===== src/rtl/ws2812_strip_driver_if.sv =====
// Host-side bundle for the WS2812 strip driver: pixel writes, frame request,
// status, the serial line and a state debug view.
interface ws2812_strip_driver_if #(
   parameter int ADDR_W = 6
);
   logic              wr_en;
   logic [ADDR_W-1:0] wr_addr;
   logic [23:0]       wr_data;
   logic [7:0]        brightness;
   logic              start;
   logic              busy;
   logic              done;
   logic              rz_data;
   logic [1:0]        state_dbg;

   // start is a level sampled only in IDLE; done is a single-cycle pulse.
   modport master (
      output wr_en, wr_addr, wr_data, brightness, start,
      input  busy, done, rz_data, state_dbg
   );

   modport slave (
      input  wr_en, wr_addr, wr_data, brightness, start,
      output busy, done, rz_data, state_dbg
   );
endinterface


===== src/rtl/ws2812_strip_driver.sv =====
// WS2812 strip driver: NUM_LEDS x 24 pixel buffer, global brightness scaling and a
// gapless return-to-zero serialiser (GRB, MSB first) followed by a latch gap.
module ws2812_strip_driver #(
   parameter int NUM_LEDS = 60,
   parameter int T0H      = 17,
   parameter int T1H      = 35,
   parameter int TBIT     = 63,
   parameter int TRESET   = 15000
) (
   input logic                  clk,
   input logic                  rst,
   ws2812_strip_driver_if.slave bus
);
   localparam int AW = (NUM_LEDS > 1) ? $clog2(NUM_LEDS) : 1;
   localparam int CW = (TBIT > 1) ? $clog2(TBIT) : 1;
   localparam int LW = (TRESET > 1) ? $clog2(TRESET) : 1;

   localparam logic [CW-1:0] BIT_LAST = CW'(TBIT - 1);
   localparam logic [CW-1:0] HI_ZERO  = CW'(T0H);
   localparam logic [CW-1:0] HI_ONE   = CW'(T1H);
   localparam logic [AW-1:0] PIX_LAST = AW'(NUM_LEDS - 1);
   localparam logic [LW-1:0] LAT_LAST = LW'(TRESET - 1);

   typedef enum logic [1:0] {
      S_IDLE  = 2'd0,
      S_FETCH = 2'd1,
      S_SEND  = 2'd2,
      S_LATCH = 2'd3
   } state_t;

   state_t        state_q, state_d;
   logic          ph_q, ph_d;
   logic [7:0]    bri_q, bri_d;
   logic [CW-1:0] bit_cnt_q, bit_cnt_d;
   logic [4:0]    bit_idx_q, bit_idx_d;
   logic [AW-1:0] pix_q, pix_d;
   logic [LW-1:0] lat_q, lat_d;
   logic [23:0]   sh_q, sh_d;
   logic [23:0]   nxt_q, nxt_d;
   logic          rz_q, rz_d;
   logic          done_q, done_d;

   logic [23:0]   mem_q [NUM_LEDS];
   logic [23:0]   rd_q;
   logic          rd_en;
   logic [AW-1:0] rd_addr;
   logic          wr_ok;
   logic [23:0]   scaled;

   function automatic logic [7:0] scale_ch(input logic [7:0] c, input logic [7:0] b);
      return 8'(({8'd0, c} * ({8'd0, b} + 16'd1)) >> 8);
   endfunction

   // Stored as RGB, transmitted as GRB.
   assign scaled = {scale_ch(rd_q[15:8], bri_q), scale_ch(rd_q[23:16], bri_q),
                    scale_ch(rd_q[7:0], bri_q)};

   assign wr_ok = 32'(bus.wr_addr) < 32'(NUM_LEDS);

   // Registered read returns pre-write contents on a same-cycle collision.
   always_ff @(posedge clk) begin
      if (bus.wr_en && wr_ok) mem_q[bus.wr_addr] <= bus.wr_data;
      if (rd_en) rd_q <= mem_q[rd_addr];
   end

   always_ff @(posedge clk) begin
      if (rst) begin
         state_q   <= S_IDLE;
         ph_q      <= 1'b0;
         bri_q     <= 8'd0;
         bit_cnt_q <= '0;
         bit_idx_q <= 5'd0;
         pix_q     <= '0;
         lat_q     <= '0;
         sh_q      <= 24'd0;
         nxt_q     <= 24'd0;
         rz_q      <= 1'b0;
         done_q    <= 1'b0;
      end else begin
         state_q   <= state_d;
         ph_q      <= ph_d;
         bri_q     <= bri_d;
         bit_cnt_q <= bit_cnt_d;
         bit_idx_q <= bit_idx_d;
         pix_q     <= pix_d;
         lat_q     <= lat_d;
         sh_q      <= sh_d;
         nxt_q     <= nxt_d;
         rz_q      <= rz_d;
         done_q    <= done_d;
      end
   end

   always_comb begin
      state_d   = state_q;
      ph_d      = ph_q;
      bri_d     = bri_q;
      bit_cnt_d = bit_cnt_q;
      bit_idx_d = bit_idx_q;
      pix_d     = pix_q;
      lat_d     = lat_q;
      sh_d      = sh_q;
      nxt_d     = nxt_q;
      rz_d      = 1'b0;
      done_d    = 1'b0;
      rd_en     = 1'b0;
      rd_addr   = '0;

      case (state_q)
         S_IDLE: begin
            if (bus.start) begin
               state_d = S_FETCH;
               bri_d   = bus.brightness;
               ph_d    = 1'b0;
               pix_d   = '0;
            end
         end
         S_FETCH: begin
            if (!ph_q) begin
               rd_en = 1'b1;
               ph_d  = 1'b1;
            end else begin
               sh_d      = scaled;
               bit_idx_d = 5'd23;
               bit_cnt_d = '0;
               state_d   = S_SEND;
            end
         end
         S_SEND: begin
            rz_d = bit_cnt_q < (sh_q[23] ? HI_ONE : HI_ZERO);
            // Prefetch and scale the next pixel during the last bit of this one.
            if (bit_idx_q == 5'd0 && bit_cnt_q == '0 && pix_q != PIX_LAST) begin
               rd_en   = 1'b1;
               rd_addr = AW'(pix_q + 1'b1);
            end
            if (bit_idx_q == 5'd0 && bit_cnt_q == CW'(1)) nxt_d = scaled;
            if (bit_cnt_q == BIT_LAST) begin
               bit_cnt_d = '0;
               if (bit_idx_q == 5'd0) begin
                  if (pix_q == PIX_LAST) begin
                     state_d = S_LATCH;
                     lat_d   = '0;
                  end else begin
                     pix_d     = AW'(pix_q + 1'b1);
                     sh_d      = nxt_q;
                     bit_idx_d = 5'd23;
                  end
               end else begin
                  sh_d      = {sh_q[22:0], 1'b0};
                  bit_idx_d = bit_idx_q - 5'd1;
               end
            end else begin
               bit_cnt_d = bit_cnt_q + CW'(1);
            end
         end
         S_LATCH: begin
            if (lat_q == LAT_LAST) begin
               state_d = S_IDLE;
               done_d  = 1'b1;
               lat_d   = '0;
            end else begin
               lat_d = lat_q + LW'(1);
            end
         end
         default: state_d = S_IDLE;
      endcase
   end

   assign bus.busy      = (state_q != S_IDLE);
   assign bus.done      = done_q;
   assign bus.rz_data   = rz_q;
   assign bus.state_dbg = state_q;
endmodule

===== src/flat_wrapper.sv =====
// flat-port wrapper written by rule: the top's interface ports become plain ports
module ws2812_strip_driver_flat 
#(
   parameter int NUM_LEDS = 60,
   parameter int T0H      = 17,
   parameter int T1H      = 35,
   parameter int TBIT     = 63,
   parameter int TRESET   = 15000
)
  (clk, rst, bus_wr_en, bus_wr_addr, bus_wr_data, bus_brightness, bus_start, bus_busy, bus_done, bus_rz_data, bus_state_dbg);
  ws2812_strip_driver_if bus_i ();
  input logic clk;
  input logic rst;
  input wire logic [$bits(bus_i.wr_en)-1:0] bus_wr_en;
  input wire logic [$bits(bus_i.wr_addr)-1:0] bus_wr_addr;
  input wire logic [$bits(bus_i.wr_data)-1:0] bus_wr_data;
  input wire logic [$bits(bus_i.brightness)-1:0] bus_brightness;
  input wire logic [$bits(bus_i.start)-1:0] bus_start;
  output wire logic [$bits(bus_i.busy)-1:0] bus_busy;
  output wire logic [$bits(bus_i.done)-1:0] bus_done;
  output wire logic [$bits(bus_i.rz_data)-1:0] bus_rz_data;
  output wire logic [$bits(bus_i.state_dbg)-1:0] bus_state_dbg;
  assign bus_i.wr_en = bus_wr_en;
  assign bus_i.wr_addr = bus_wr_addr;
  assign bus_i.wr_data = bus_wr_data;
  assign bus_i.brightness = bus_brightness;
  assign bus_i.start = bus_start;
  assign bus_busy = bus_i.busy;
  assign bus_done = bus_i.done;
  assign bus_rz_data = bus_i.rz_data;
  assign bus_state_dbg = bus_i.state_dbg;
  ws2812_strip_driver #(.NUM_LEDS(NUM_LEDS), .T0H(T0H), .T1H(T1H), .TBIT(TBIT), .TRESET(TRESET)) u_core (.clk(clk), .rst(rst), .bus(bus_i));
endmodule

===== config.mk =====
export PLATFORM = sky130hd
export DESIGN_NAME = ws2812_strip_driver_flat
export DESIGN_NICKNAME = d
export VERILOG_FILES = /design/src/rtl/ws2812_strip_driver_if.sv /design/src/rtl/ws2812_strip_driver.sv /design/src/flat_wrapper.sv
export SDC_FILE = /design/constraint.sdc
export NUM_CORES = 2
export LEC_CHECK = 0
export CORE_MARGIN = 8
export CORE_UTILIZATION = 40
export CTS_BUF_LIST = sky130_fd_sc_hd__clkbuf_8
export DETAILED_ROUTE_END_ITERATION = 8
export SYNTH_ARGS = -nofsm -noshare
export SYNTH_HDL_FRONTEND = slang
export SYNTH_SLANG_ARGS = --single-unit
export TNS_END_PERCENT = 10

===== constraint.sdc =====
create_clock -name clk -period 6.1 [get_ports clk]
set_input_delay 0.915 -clock clk [delete_from_list [all_inputs] [get_ports clk]]
set_output_delay 0.915 -clock clk [all_outputs]
set_load 0.005 [all_outputs]

==> impl_metrics.yaml <==
outcome:
  status: "finished clean"
pwr:
  leakage_uw: 0.0260
  clock_power_share_pct: 31.8
  swShare_pct: 31.8
  power.density_nw_per_um2: 333
  p_switching_uw: 8030
  p_seq_share_pct: 47.6
  vdd_ir_drop_max_mv: 0.337
  internal_power_uw: 17200
  p_comb_share_pct: 20.6
  p_total_uw: 25300
logic_synthesis:
  synth_fp_nets: 5252
  synth_edf_count: 1464
  synth-seq-area-share_pct: 67.8
  yosys_warnings: 0
  netlist_instances: 4979
  avgSynthCellArea_um2: 13.6
  async_flop_share_pct: 0
  netlist_area_um2: 67500
  ys_ff_latch: 1556
  synth_cell_type_count: 78
  ys.flop_type: "edfxtp_1"
worst_hold_path:
  hold_path_class: "in -> reg"
timing:
  tns_ns: 0
  max_slew_margin_pct: 14.2
  fin_skew_ns: 0.121
  slew_violations: 0
  rsz0062_at_grt: "no"
  finalHoldViolations: 0
  timing.final.crit_share_pct: 95.3
  post-route-min-period_ns: 5.81
  fmax_mhz: 172
  setup_viol: 0
  tightest_slew_ns: 1.28
setup_path:
  r2r_slack_ns: 0.29
  r2r_start: "u_core.bri_q[0]"
  timing.rr.end: "u_core.nxt_q[23]"
  required_ns: 6.87
  path_max_fanout: 24
  crit_start: "u_core.bri_q[0]"
  endpoint: "u_core.nxt_q[23]"
  crit_path_end_kind: "register"
  r2r_cells: 21
  crit_arrival_ns: 6.59
  crit_path_start_kind: "register"
  crit_type: "reg -> reg"
final_layout:
  areaGrowthSynthToFinish_pct: 12.4
  drive_above_1_share_pct: 12.2
  mostFrequentLayoutCells: "edfxtp_1, nand2_1, clkbuf_8, inv_1, buf_4"
  nets: 5428
  final_common_cell: "edfxtp_1"
cts:
  numClockSinks: 1556
  cts_buffers: 241
  cts_root_buf: "clkbuf_8"
  clk_latency_ns: 1.02
  clockBufferDepth: 3
  path_clk_slew_ns: 0.06
  tritoncts: "done"
  htreeDepth: 4
global_route:
  grt_pass1_wl_um: 292000
  grt_max_degree: 124
  grt_pass1_vias: 43000
  antenna_found_initial: 10
  grt.total_usage_pct: 21.4
  grt_overflow_total: 0
floorplan:
  core_um2: 169000
  initial_utilization_pct: 40.1
  die_area_um2: 182000
  ioPinCount: 47
  dieHeight_um: 427
  fp-row-count: 151
  die_w_um: 427
routing:
  via_per_inst: 5.86
  routed_wl_um: 201000
  wl_per_cell_um: 26.6
  drt_iter0_markers: 5343
  vias: 44300
  drcViolationCount: 0
  drt_pass1_iterations: 6
  ant_nets: 0
run:
  cap_violations: 0
place:
  portBuffers: 46
  dpl.hpwl_um: 119000
  routabilityCongestion: 0.879
-- through the flow --
| step | setup WS (ns) | instance area [um^2] | hold WS, ns | instances | utilization [%] |
|---|---|---|---|---|---|
| finish | 0.288 | 75900 | 0.359 | 7551 | 45.0 |
| global route | 0.0121 | 75900 | 0.352 | 7548 | 45.0 |
| CTS | 0.174 | 75900 | 0.305 | 7546 | 45.0 |
| detailed placement | 0.245 | 71500 | 0.446 | 7130 | 42.4 |
| global placement | 0.366 | 71500 | 0.441 | 7130 | 42.4 |
| floorplan | 0.783 | 67500 | 0.431 | 4979 | - |
-- synthesized netlist by cell type, types with 27 or more instances --
library cell	n	share of area, %
nand3_1	154	1.1
and2_1	121	1.1
o221ai_1	58	0.75
nand2_1	577	3.2
fa_1	120	3.6
nor2_1	235	1.3
nor3_1	153	1.1
and3_1	85	0.79
mux2i_1	98	1.5
or3_1	31	0.29
xnor2_1	35	0.45
a32oi_1	56	0.73
nor2b_1	42	0.39
buf_2	73	0.54
inv_1	159	0.88
a21oi_1	125	0.93
edfxtp_1	1464	65
clkbuf_1	217	1.2
o22ai_1	184	1.7
a31oi_1	113	1.0
a22oi_1	49	0.54
o32ai_1	27	0.35
o21ai_0	113	0.84
dfxtp_1	92	2.7
nand4_1	33	0.31
ha_1	111	2.1
buf_1	37	0.21
a211oi_1	58	0.64
-- layout make-up --
class | instances | area, um^2
antenna | 5 | 12.5
clock buffer | 246 | 3390
clock inverter | 170 | 986
fill | 15100 | 92600
inverter | 160 | 601
multi-input combinational | 2927 | 20100
sequential | 1556 | 45800
tap | 2218 | 2780
timing repair buffer | 269 | 2210
-- sequential cells by signal (all words and copies together) (netlist names) --
signal,cells
u_core.bit_cnt_q,6
u_core.bit_idx_q,5
u_core.bri_q,8
u_core.bus.done,1
u_core.bus.rz_data,1
u_core.bus.state_dbg,2
u_core.lat_q,14
u_core.mem_q,1440
u_core.nxt_q,24
u_core.ph_q,1
u_core.pix_q,6
u_core.rd_q,24
u_core.sh_q,24
-- worst max-delay path: stages (launching register included) --
cell	delay [ns]
dfxtp_1	0.40
ha_1	0.24
nand2_1	0.07
nor2_1	0.14
xor2_1	0.16
buf_4	0.31
and2_1	0.20
fa_1	0.45
fa_1	0.50
fa_1	0.50
inv_1	0.06
fa_1	0.48
inv_1	0.04
ha_1	0.33
a21o_1	0.18
a31o_2	0.22
a311oi_1	0.52
o31ai_1	0.23
a21oi_1	0.22
xnor2_1	0.16
o21ai_0	0.10
nor2b_1	0.14
-- power by group through the flow --
stage	registers [uW]	logic, uW	clock network (uW)
global route	12000	5660	8650
CTS	12000	5210	8200
finish	12000	5200	8050
detailed placement	12200	5180	0
floorplan	12200	3240	0
global placement	12200	5100	0
-- cell families after synthesis --
kind of cell,share of synthesized area (%)
simple gates,10.4
fa+ha+maj,5.61
xor+xnor,0.765
flops,67.8
compound gates,10.6
mux,1.80
buf+inv,2.96
-- routing by layer --
layer / vias to the layer above / share of wire, % / track usage (%)
li1: 19300 / - / -
met1: 22400 / 41 / 28.8
met2: 2095 / 47 / 34.3
met3: 397 / 9.0 / 4.65
met4: 2 / 3.8 / 7.81
met5: - / 0.0070 / 0
-- what timing repair did --
action,4_1_cts,5_1_grt
hold buffers,0,0
gates resized for setup,0,1
setup buffers,0,0
setup endpoints to repair,0,5
-- worst min path at each step --
stage                     from  cells past startpoint            endpoint
2_1_floorplan  u_core.sh_q[13]                      2     u_core.sh_q[13]
3_3_place_gp   u_core.sh_q[13]                      2     u_core.sh_q[13]
3_5_place_dp   u_core.sh_q[22]                      2     u_core.sh_q[22]
4_1_cts                    rst                      2  u_core.bus.rz_data
5_1_grt                    rst                      2  u_core.bus.rz_data
6_report                   rst                      2  u_core.bus.rz_data
Note: power is estimated with default switching activity, not from simulation.
